===== src/rtl/vga_sync_pkg.sv =====
// vga_pkg: shared VGA timing constants for the pixel pipeline.
// Holds the default 640x480@60 Hz horizontal/vertical timing, the derived
// totals, the sync polarity and the coordinate width. The renderer and the
// object generators import the same package so every block agrees on timing.
package vga_pkg;

  localparam int H_ACTIVE = 640;
  localparam int H_FP     = 16;
  localparam int H_SYNC   = 96;
  localparam int H_BP     = 48;
  localparam int H_TOTAL  = H_ACTIVE + H_FP + H_SYNC + H_BP;

  localparam int V_ACTIVE = 480;
  localparam int V_FP     = 10;
  localparam int V_SYNC   = 2;
  localparam int V_BP     = 33;
  localparam int V_TOTAL  = V_ACTIVE + V_FP + V_SYNC + V_BP;

  // Level driven on hsync/vsync during the sync pulse.
  localparam logic SYNC_ACTIVE = 1'b0;

  localparam int COORD_W = 10;

endpackage


===== src/rtl/vga_sync_if.sv =====
// vga_sync_if: timing/coordinate bundle produced by vga_sync.
// Signals:
//   p_tick     one-clock pixel enable
//   x, y       current pixel column / line
//   video_on   inside the visible area
//   hsync      horizontal sync (active-low)
//   vsync      vertical sync (active-low)
//   frame_tick one-clock pulse on the last pixel tick of a frame
// Modports: master (timing source), slave (consumers).
interface vga_sync_if;
  import vga_pkg::*;

  logic               p_tick;
  logic [COORD_W-1:0] x;
  logic [COORD_W-1:0] y;
  logic               video_on;
  logic               hsync;
  logic               vsync;
  logic               frame_tick;

  modport master (
    output p_tick, x, y, video_on, hsync, vsync, frame_tick
  );

  modport slave (
    input p_tick, x, y, video_on, hsync, vsync, frame_tick
  );

endinterface


===== src/rtl/vga_sync_pixel_tick_gen.sv =====
// pixel_tick_gen: clock-enable divider, one-clock pulse every DIV clocks.
// Also reused for slower enables (e.g. the 1 ms game clock).
// Ports:
//   clk    in  board clock
//   reset  in  synchronous, active-high
//   p_tick out high for one clock when the count reaches DIV-1
module pixel_tick_gen #(
  parameter int DIV = 4
) (
  input  logic clk,
  input  logic reset,
  output logic p_tick
);

  localparam int              CNT_W    = (DIV > 1) ? $clog2(DIV) : 1;
  localparam logic [CNT_W-1:0] CNT_LAST = CNT_W'(DIV - 1);

  logic [CNT_W-1:0] r_div_cnt;

  always_ff @(posedge clk) begin
    if (reset) begin
      r_div_cnt <= '0;
    end else if (r_div_cnt == CNT_LAST) begin
      r_div_cnt <= '0;
    end else begin
      r_div_cnt <= r_div_cnt + 1'b1;
    end
  end

  // With DIV = 1 the count sits at its last value even during reset, so the
  // decode is gated by reset to keep the enable low while reset is held.
  assign p_tick = ~reset & (r_div_cnt == CNT_LAST);

endmodule


===== src/rtl/vga_sync.sv =====
// vga_sync: VGA timing generator (default 640x480@60 Hz).
// Divides the board clock to a pixel enable, runs the x/y pixel counters and
// decodes video_on and the sync pulses. Timing free-runs from reset.
// Ports:
//   clk    in  board clock
//   reset  in  synchronous, active-high
//   vga    master modport of vga_sync_if (p_tick, x, y, video_on, hsync,
//          vsync, frame_tick)
module vga_sync #(
  parameter int DIV      = 4,
  parameter int H_ACTIVE = vga_pkg::H_ACTIVE,
  parameter int H_FP     = vga_pkg::H_FP,
  parameter int H_SYNC   = vga_pkg::H_SYNC,
  parameter int H_BP     = vga_pkg::H_BP,
  parameter int V_ACTIVE = vga_pkg::V_ACTIVE,
  parameter int V_FP     = vga_pkg::V_FP,
  parameter int V_SYNC   = vga_pkg::V_SYNC,
  parameter int V_BP     = vga_pkg::V_BP
) (
  input  logic      clk,
  input  logic      reset,
  vga_sync_if.master vga
);
  import vga_pkg::COORD_W;
  import vga_pkg::SYNC_ACTIVE;

  localparam int H_TOTAL = H_ACTIVE + H_FP + H_SYNC + H_BP;
  localparam int V_TOTAL = V_ACTIVE + V_FP + V_SYNC + V_BP;

  localparam logic [COORD_W-1:0] H_LAST   = COORD_W'(H_TOTAL - 1);
  localparam logic [COORD_W-1:0] V_LAST   = COORD_W'(V_TOTAL - 1);
  localparam logic [COORD_W-1:0] H_ACT    = COORD_W'(H_ACTIVE);
  localparam logic [COORD_W-1:0] V_ACT    = COORD_W'(V_ACTIVE);
  localparam logic [COORD_W-1:0] HS_START = COORD_W'(H_ACTIVE + H_FP);
  localparam logic [COORD_W-1:0] HS_END   = COORD_W'(H_ACTIVE + H_FP + H_SYNC);
  localparam logic [COORD_W-1:0] VS_START = COORD_W'(V_ACTIVE + V_FP);
  localparam logic [COORD_W-1:0] VS_END   = COORD_W'(V_ACTIVE + V_FP + V_SYNC);

  logic               w_p_tick;
  logic [COORD_W-1:0] w_x_nxt;
  logic [COORD_W-1:0] w_y_nxt;

  logic [COORD_W-1:0] r_x;
  logic [COORD_W-1:0] r_y;
  logic               r_video_on;
  logic               r_hsync;
  logic               r_vsync;

  pixel_tick_gen #(
    .DIV (DIV)
  ) u_tick (
    .clk    (clk),
    .reset  (reset),
    .p_tick (w_p_tick)
  );

  // Next-state counters; y only moves when x wraps.
  always_comb begin
    w_x_nxt = r_x;
    w_y_nxt = r_y;
    if (w_p_tick) begin
      if (r_x == H_LAST) begin
        w_x_nxt = '0;
        if (r_y == V_LAST) begin
          w_y_nxt = '0;
        end else begin
          w_y_nxt = r_y + 1'b1;
        end
      end else begin
        w_x_nxt = r_x + 1'b1;
      end
    end
  end

  // Decodes use the next-state counters so the registered flags line up
  // with the x/y registered on the same edge.
  always_ff @(posedge clk) begin
    if (reset) begin
      r_x        <= '0;
      r_y        <= '0;
      r_video_on <= 1'b0;
      r_hsync    <= ~SYNC_ACTIVE;
      r_vsync    <= ~SYNC_ACTIVE;
    end else begin
      r_x        <= w_x_nxt;
      r_y        <= w_y_nxt;
      r_video_on <= (w_x_nxt < H_ACT) && (w_y_nxt < V_ACT);
      r_hsync    <= ((w_x_nxt >= HS_START) && (w_x_nxt < HS_END)) ? SYNC_ACTIVE : ~SYNC_ACTIVE;
      r_vsync    <= ((w_y_nxt >= VS_START) && (w_y_nxt < VS_END)) ? SYNC_ACTIVE : ~SYNC_ACTIVE;
    end
  end

  assign vga.p_tick     = w_p_tick;
  assign vga.x          = r_x;
  assign vga.y          = r_y;
  assign vga.video_on   = r_video_on;
  assign vga.hsync      = r_hsync;
  assign vga.vsync      = r_vsync;
  // w_p_tick is low during reset, so a reset cycle never reports a frame end.
  assign vga.frame_tick = w_p_tick & (r_x == H_LAST) & (r_y == V_LAST);

endmodule

===== src/flat_wrapper.sv =====
// flat-port wrapper written by rule: the top's interface ports become plain ports
module vga_sync_flat import vga_pkg::COORD_W; import vga_pkg::SYNC_ACTIVE;
#(
  parameter int DIV      = 4,
  parameter int H_ACTIVE = vga_pkg::H_ACTIVE,
  parameter int H_FP     = vga_pkg::H_FP,
  parameter int H_SYNC   = vga_pkg::H_SYNC,
  parameter int H_BP     = vga_pkg::H_BP,
  parameter int V_ACTIVE = vga_pkg::V_ACTIVE,
  parameter int V_FP     = vga_pkg::V_FP,
  parameter int V_SYNC   = vga_pkg::V_SYNC,
  parameter int V_BP     = vga_pkg::V_BP
)
  (clk, reset, vga_p_tick, vga_x, vga_y, vga_video_on, vga_hsync, vga_vsync, vga_frame_tick);
  vga_sync_if vga_i ();
  input  logic clk;
  input  logic reset;
  output wire logic [$bits(vga_i.p_tick)-1:0] vga_p_tick;
  output wire logic [$bits(vga_i.x)-1:0] vga_x;
  output wire logic [$bits(vga_i.y)-1:0] vga_y;
  output wire logic [$bits(vga_i.video_on)-1:0] vga_video_on;
  output wire logic [$bits(vga_i.hsync)-1:0] vga_hsync;
  output wire logic [$bits(vga_i.vsync)-1:0] vga_vsync;
  output wire logic [$bits(vga_i.frame_tick)-1:0] vga_frame_tick;
  assign vga_p_tick = vga_i.p_tick;
  assign vga_x = vga_i.x;
  assign vga_y = vga_i.y;
  assign vga_video_on = vga_i.video_on;
  assign vga_hsync = vga_i.hsync;
  assign vga_vsync = vga_i.vsync;
  assign vga_frame_tick = vga_i.frame_tick;
  vga_sync #(.DIV(DIV), .H_ACTIVE(H_ACTIVE), .H_FP(H_FP), .H_SYNC(H_SYNC), .H_BP(H_BP), .V_ACTIVE(V_ACTIVE), .V_FP(V_FP), .V_SYNC(V_SYNC), .V_BP(V_BP)) u_core (.clk(clk), .reset(reset), .vga(vga_i));
endmodule

===== config.mk =====
export PLATFORM = sky130hd
export DESIGN_NAME = vga_sync_flat
export DESIGN_NICKNAME = d
export VERILOG_FILES = /design/src/rtl/vga_sync_pkg.sv /design/src/rtl/vga_sync_if.sv /design/src/rtl/vga_sync_pixel_tick_gen.sv /design/src/rtl/vga_sync.sv /design/src/flat_wrapper.sv
export SDC_FILE = /design/constraint.sdc
export NUM_CORES = 1
export LEC_CHECK = 0
export BUFFER_PORTS_ARGS = -buffer_cell sky130_fd_sc_hd__buf_4
export CAP_MARGIN = 5
export CORE_ASPECT_RATIO = 2
export CORE_MARGIN = 1.5
export CORE_UTILIZATION = 30
export CTS_CLUSTER_DIAMETER = 50
export CTS_CLUSTER_SIZE = 14
export DETAILED_ROUTE_END_ITERATION = 6
export GPL_TIMING_DRIVEN = 0
export PLACE_DENSITY = 0.48
export SYNTH_ARGS = -nofsm -noshare
export SYNTH_HDL_FRONTEND = slang
export SYNTH_SLANG_ARGS = --single-unit

===== constraint.sdc =====
create_clock -name clk -period 2.2 [get_ports clk]
set_input_delay 0.44 -clock clk [delete_from_list [all_inputs] [get_ports clk]]
set_output_delay 0.44 -clock clk [all_outputs]
set_load 0.01 [all_outputs]

==> metrics.cfg <==
[setup_path]
critical-path-slowest-cell=or4_4
arrival_ns=1.84
endpoint_kind=primary output
path_max_fanout=2
required_ns=1.76
crit_type=reg2out
crit_path_max_incr_delay_ns=0.51
worstSetupStartpointType=flop
crit_chain=or3_4 > or4_4 > buf_8 > nor2_4 > buf_6

[drt]
vias=1578
drtAntennaViolNets=0
routedWlPerCell_um=16.21
wl_um=4637
vias_per_cell=5.517
drt-initial-drc-count=29
drc=0
firstDrtPassIters=5

[global_routing]
antenna_found_initial=0
grt_pass1_wl_um=7445
grt_overflow=0
grt_max_degree=14
grt_pass1_vias=1516
grt_usage_pct=17.85

[timing]
clock.fmax_mhz=439.1
finalSetupViolCount=1
slew_headroom_pct=56.93
maxSlewViolCount=0
fin_skew_ns=0.004950
tightest_slew_ns=0.6460
final-hold-violation-count=0
period_needed_ns=2.277
period_share_pct=103.5
finalWorstSetupSlack_ns=-0.07745
rsz0062_at_grt=yes

[yosys]
postSynthCellCount=194
synth.area.top_cells=dfxtp_1 32%, o21ai_0 4.5%, nor2_1 3.9%, nand2_1 3.6%, a21oi_1 3.6%
synth.top_cell.area_share_pct=32.34
synthDistinctLibCells=46
yosysMostFrequentCell=dfxtp_1
avgSynthCellArea_um2=7.978
yosys-top-cells-count=25 x dfxtp_1, 16 x nor2_1, 15 x nand2_1
yosysSeqAreaShare_pct=32.34
syn_area_mm2=0.001548
ys_ff_latch=25
synth-async-reset-ratio_pct=0
yosysWarnings=0
synth_edf_count=0
synth_flop_cell=dfxtp_1
synthesis.nets=200
yosys.area.top_type=dfxtp_1

[floorplanning]
die_h_um=104.6
ios=27
core_mm2=0.004910
dieArea_mm2=0.005625
rows=36
start_util_pct=31.52
die_x_um=53.79

[clock_tree]
clockBufferDepth=2
htree_levels=1
clock_latency_ns=0.28
cts_buffers=3
cts_tree=done
cts.sinks=25
clkTransAtPathRegs_ns=0.09
clockRootBuffer=clkbuf_8

[pwr]
max-vdd-ir-drop_v=0.0002515
power.leakage_nw=0.7365
power_density_mw_per_mm2=397.0

[final_layout]
nets=236
antenna_cells=0
fin_area_mm2=0.001989
syn_to_final_growth_pct=28.54
drive_above_1_share_pct=27.07

[status]
status=finished, violations left
violations=negative setup slack

[placement]
port_buffers=26
gp_congestion=0.7691
post_dp_cell_area_mm2=0.001817
dp_hpwl_um=3424
dp_slack_ns=-0.2331

[job]
max_cap_viol_count=0

[hold_path]
hp-class=in2reg

layout make-up:
type	instances	area, um^2
well taps	57	71.32
repair buffers	34	259.0
clock buffers	4	45.04
multi-input cells	148	1012
plain buffers	11	57.56
inverters	7	26.28
fillers	547	2920
flip-flops and latches	25	518.0
critical path, delay by kind of cell (launching register included):
kind | cells | cell delay [ns]
flops | 1 | 0.36
buf+inv | 2 | 0.24
simple gates | 3 | 0.96
per-layer routing:
layer  share of wire [%]  vias to the layer above  track usage (%)
met5                   0                        -                0
met4                 3.3                        0            10.62
met3                 2.1                       11            2.000
met2                  57                       30            32.58
met1                  37                      760            17.63
li1                    -                      777                -
cells in the final DEF (no fill, tap or decap), types with 2 or more instances in the layout:
| master | instances |
|---|---|
| a211o_1 | 2 |
| a211oi_1 | 2 |
| a21oi_1 | 10 |
| a22oi_1 | 2 |
| a2bb2oi_1 | 2 |
| a31oi_1 | 2 |
| and2_1 | 6 |
| and3_1 | 6 |
| and4b_1 | 2 |
| buf_4 | 34 |
| clkbuf_1 | 8 |
| clkbuf_8 | 3 |
| dfxtp_1 | 19 |
| dfxtp_2 | 2 |
| dfxtp_4 | 4 |
| ha_1 | 2 |
| inv_1 | 7 |
| nand2_1 | 15 |
| nand2b_1 | 3 |
| nand3_1 | 5 |
| nand3b_1 | 4 |
| nand4_1 | 8 |
| nand4b_1 | 2 |
| nor2_1 | 15 |
| nor2_4 | 2 |
| nor3_1 | 8 |
| nor4_1 | 2 |
| o2111ai_1 | 2 |
| o21ai_0 | 14 |
| xnor2_1 | 4 |
| xor2_1 | 6 |
worst paths after layout:
check / end / from / cells past startpoint / slack (ns)
worst min-delay path: u_core.vga.x[7]$_SDFF_PP0_ / reset / 2 / 0.39
worst max-delay path: vga_frame_tick / u_core.vga.x[7]$_SDFF_PP0_ / 5 / -0.08
worst max register to register: u_core.vga.vsync$_SDFF_PP1_ / u_core.vga.x[7]$_SDFF_PP0_ / 6 / 0
worst min register to register: u_core.u_tick.r_div_cnt[0]$_SDFF_PP0_ / u_core.u_tick.r_div_cnt[0]$_SDFF_PP0_ / 1 / 0.43
stage by stage:
| step | instances | hold WS [ns] | utilization [%] | power [mW] | setup TNS, ns |
|---|---|---|---|---|---|
| final | 286 | 0.3876 | 40.52 | 0.7899 | -0.07745 |
| after detailed placement | 277 | 0.4268 | 37.00 | 0.5114 | -1.346 |
| after CTS | 284 | 0.3821 | 39.76 | 0.8020 | -0.2407 |
| after global placement | 277 | 0.4291 | 37.00 | 0.5114 | -1.291 |
| after global routing | 286 | 0.3803 | 40.52 | 0.8254 | -0.2448 |
| after floorplan | 194 | 0.4043 | - | 0.4954 | 0 |
report_power, final:
part           switching [mW]  internal, mW
clock                   0.162         0.130
sequential            0.00467         0.456
combinational          0.0223        0.0155
sequential cells by signal, summed over array words and instances, names as in the netlist:
signal and count:
u_core.vga.hsync 1, u_core.u_tick.r_div_cnt 2, u_core.vga.vsync 1, u_core.vga.x 10
u_core.vga.y 10, u_core.vga.video_on 1
timing repair:
item | 4_1_cts | 5_1_grt
hold buffers | 0 | 0
pin swaps | 6 | 8
setup buffers | 6 | 2
gates resized for setup | 19 | 7
setup endpoints to repair | 12 | 7
cloned | 0 | 0
cell families (layout without fill, tap and decap cells):
group / Yosys count / count (layout) / share of synthesized area (%)
and+or+nand+nor: 91 / 91 / 34.04
AOI/OAI and AO/OA: 42 / 42 / 18.27
DFF: 25 / 25 / 32.34
buffers and inverters: 21 / 56 / 5.820
xor gates and xnor gates: 10 / 10 / 5.659
adders and majority gates: 4 / 4 / 3.234
muxes: 1 / 1 / 0.6468
Note: power is estimated with default switching activity, not from simulation.
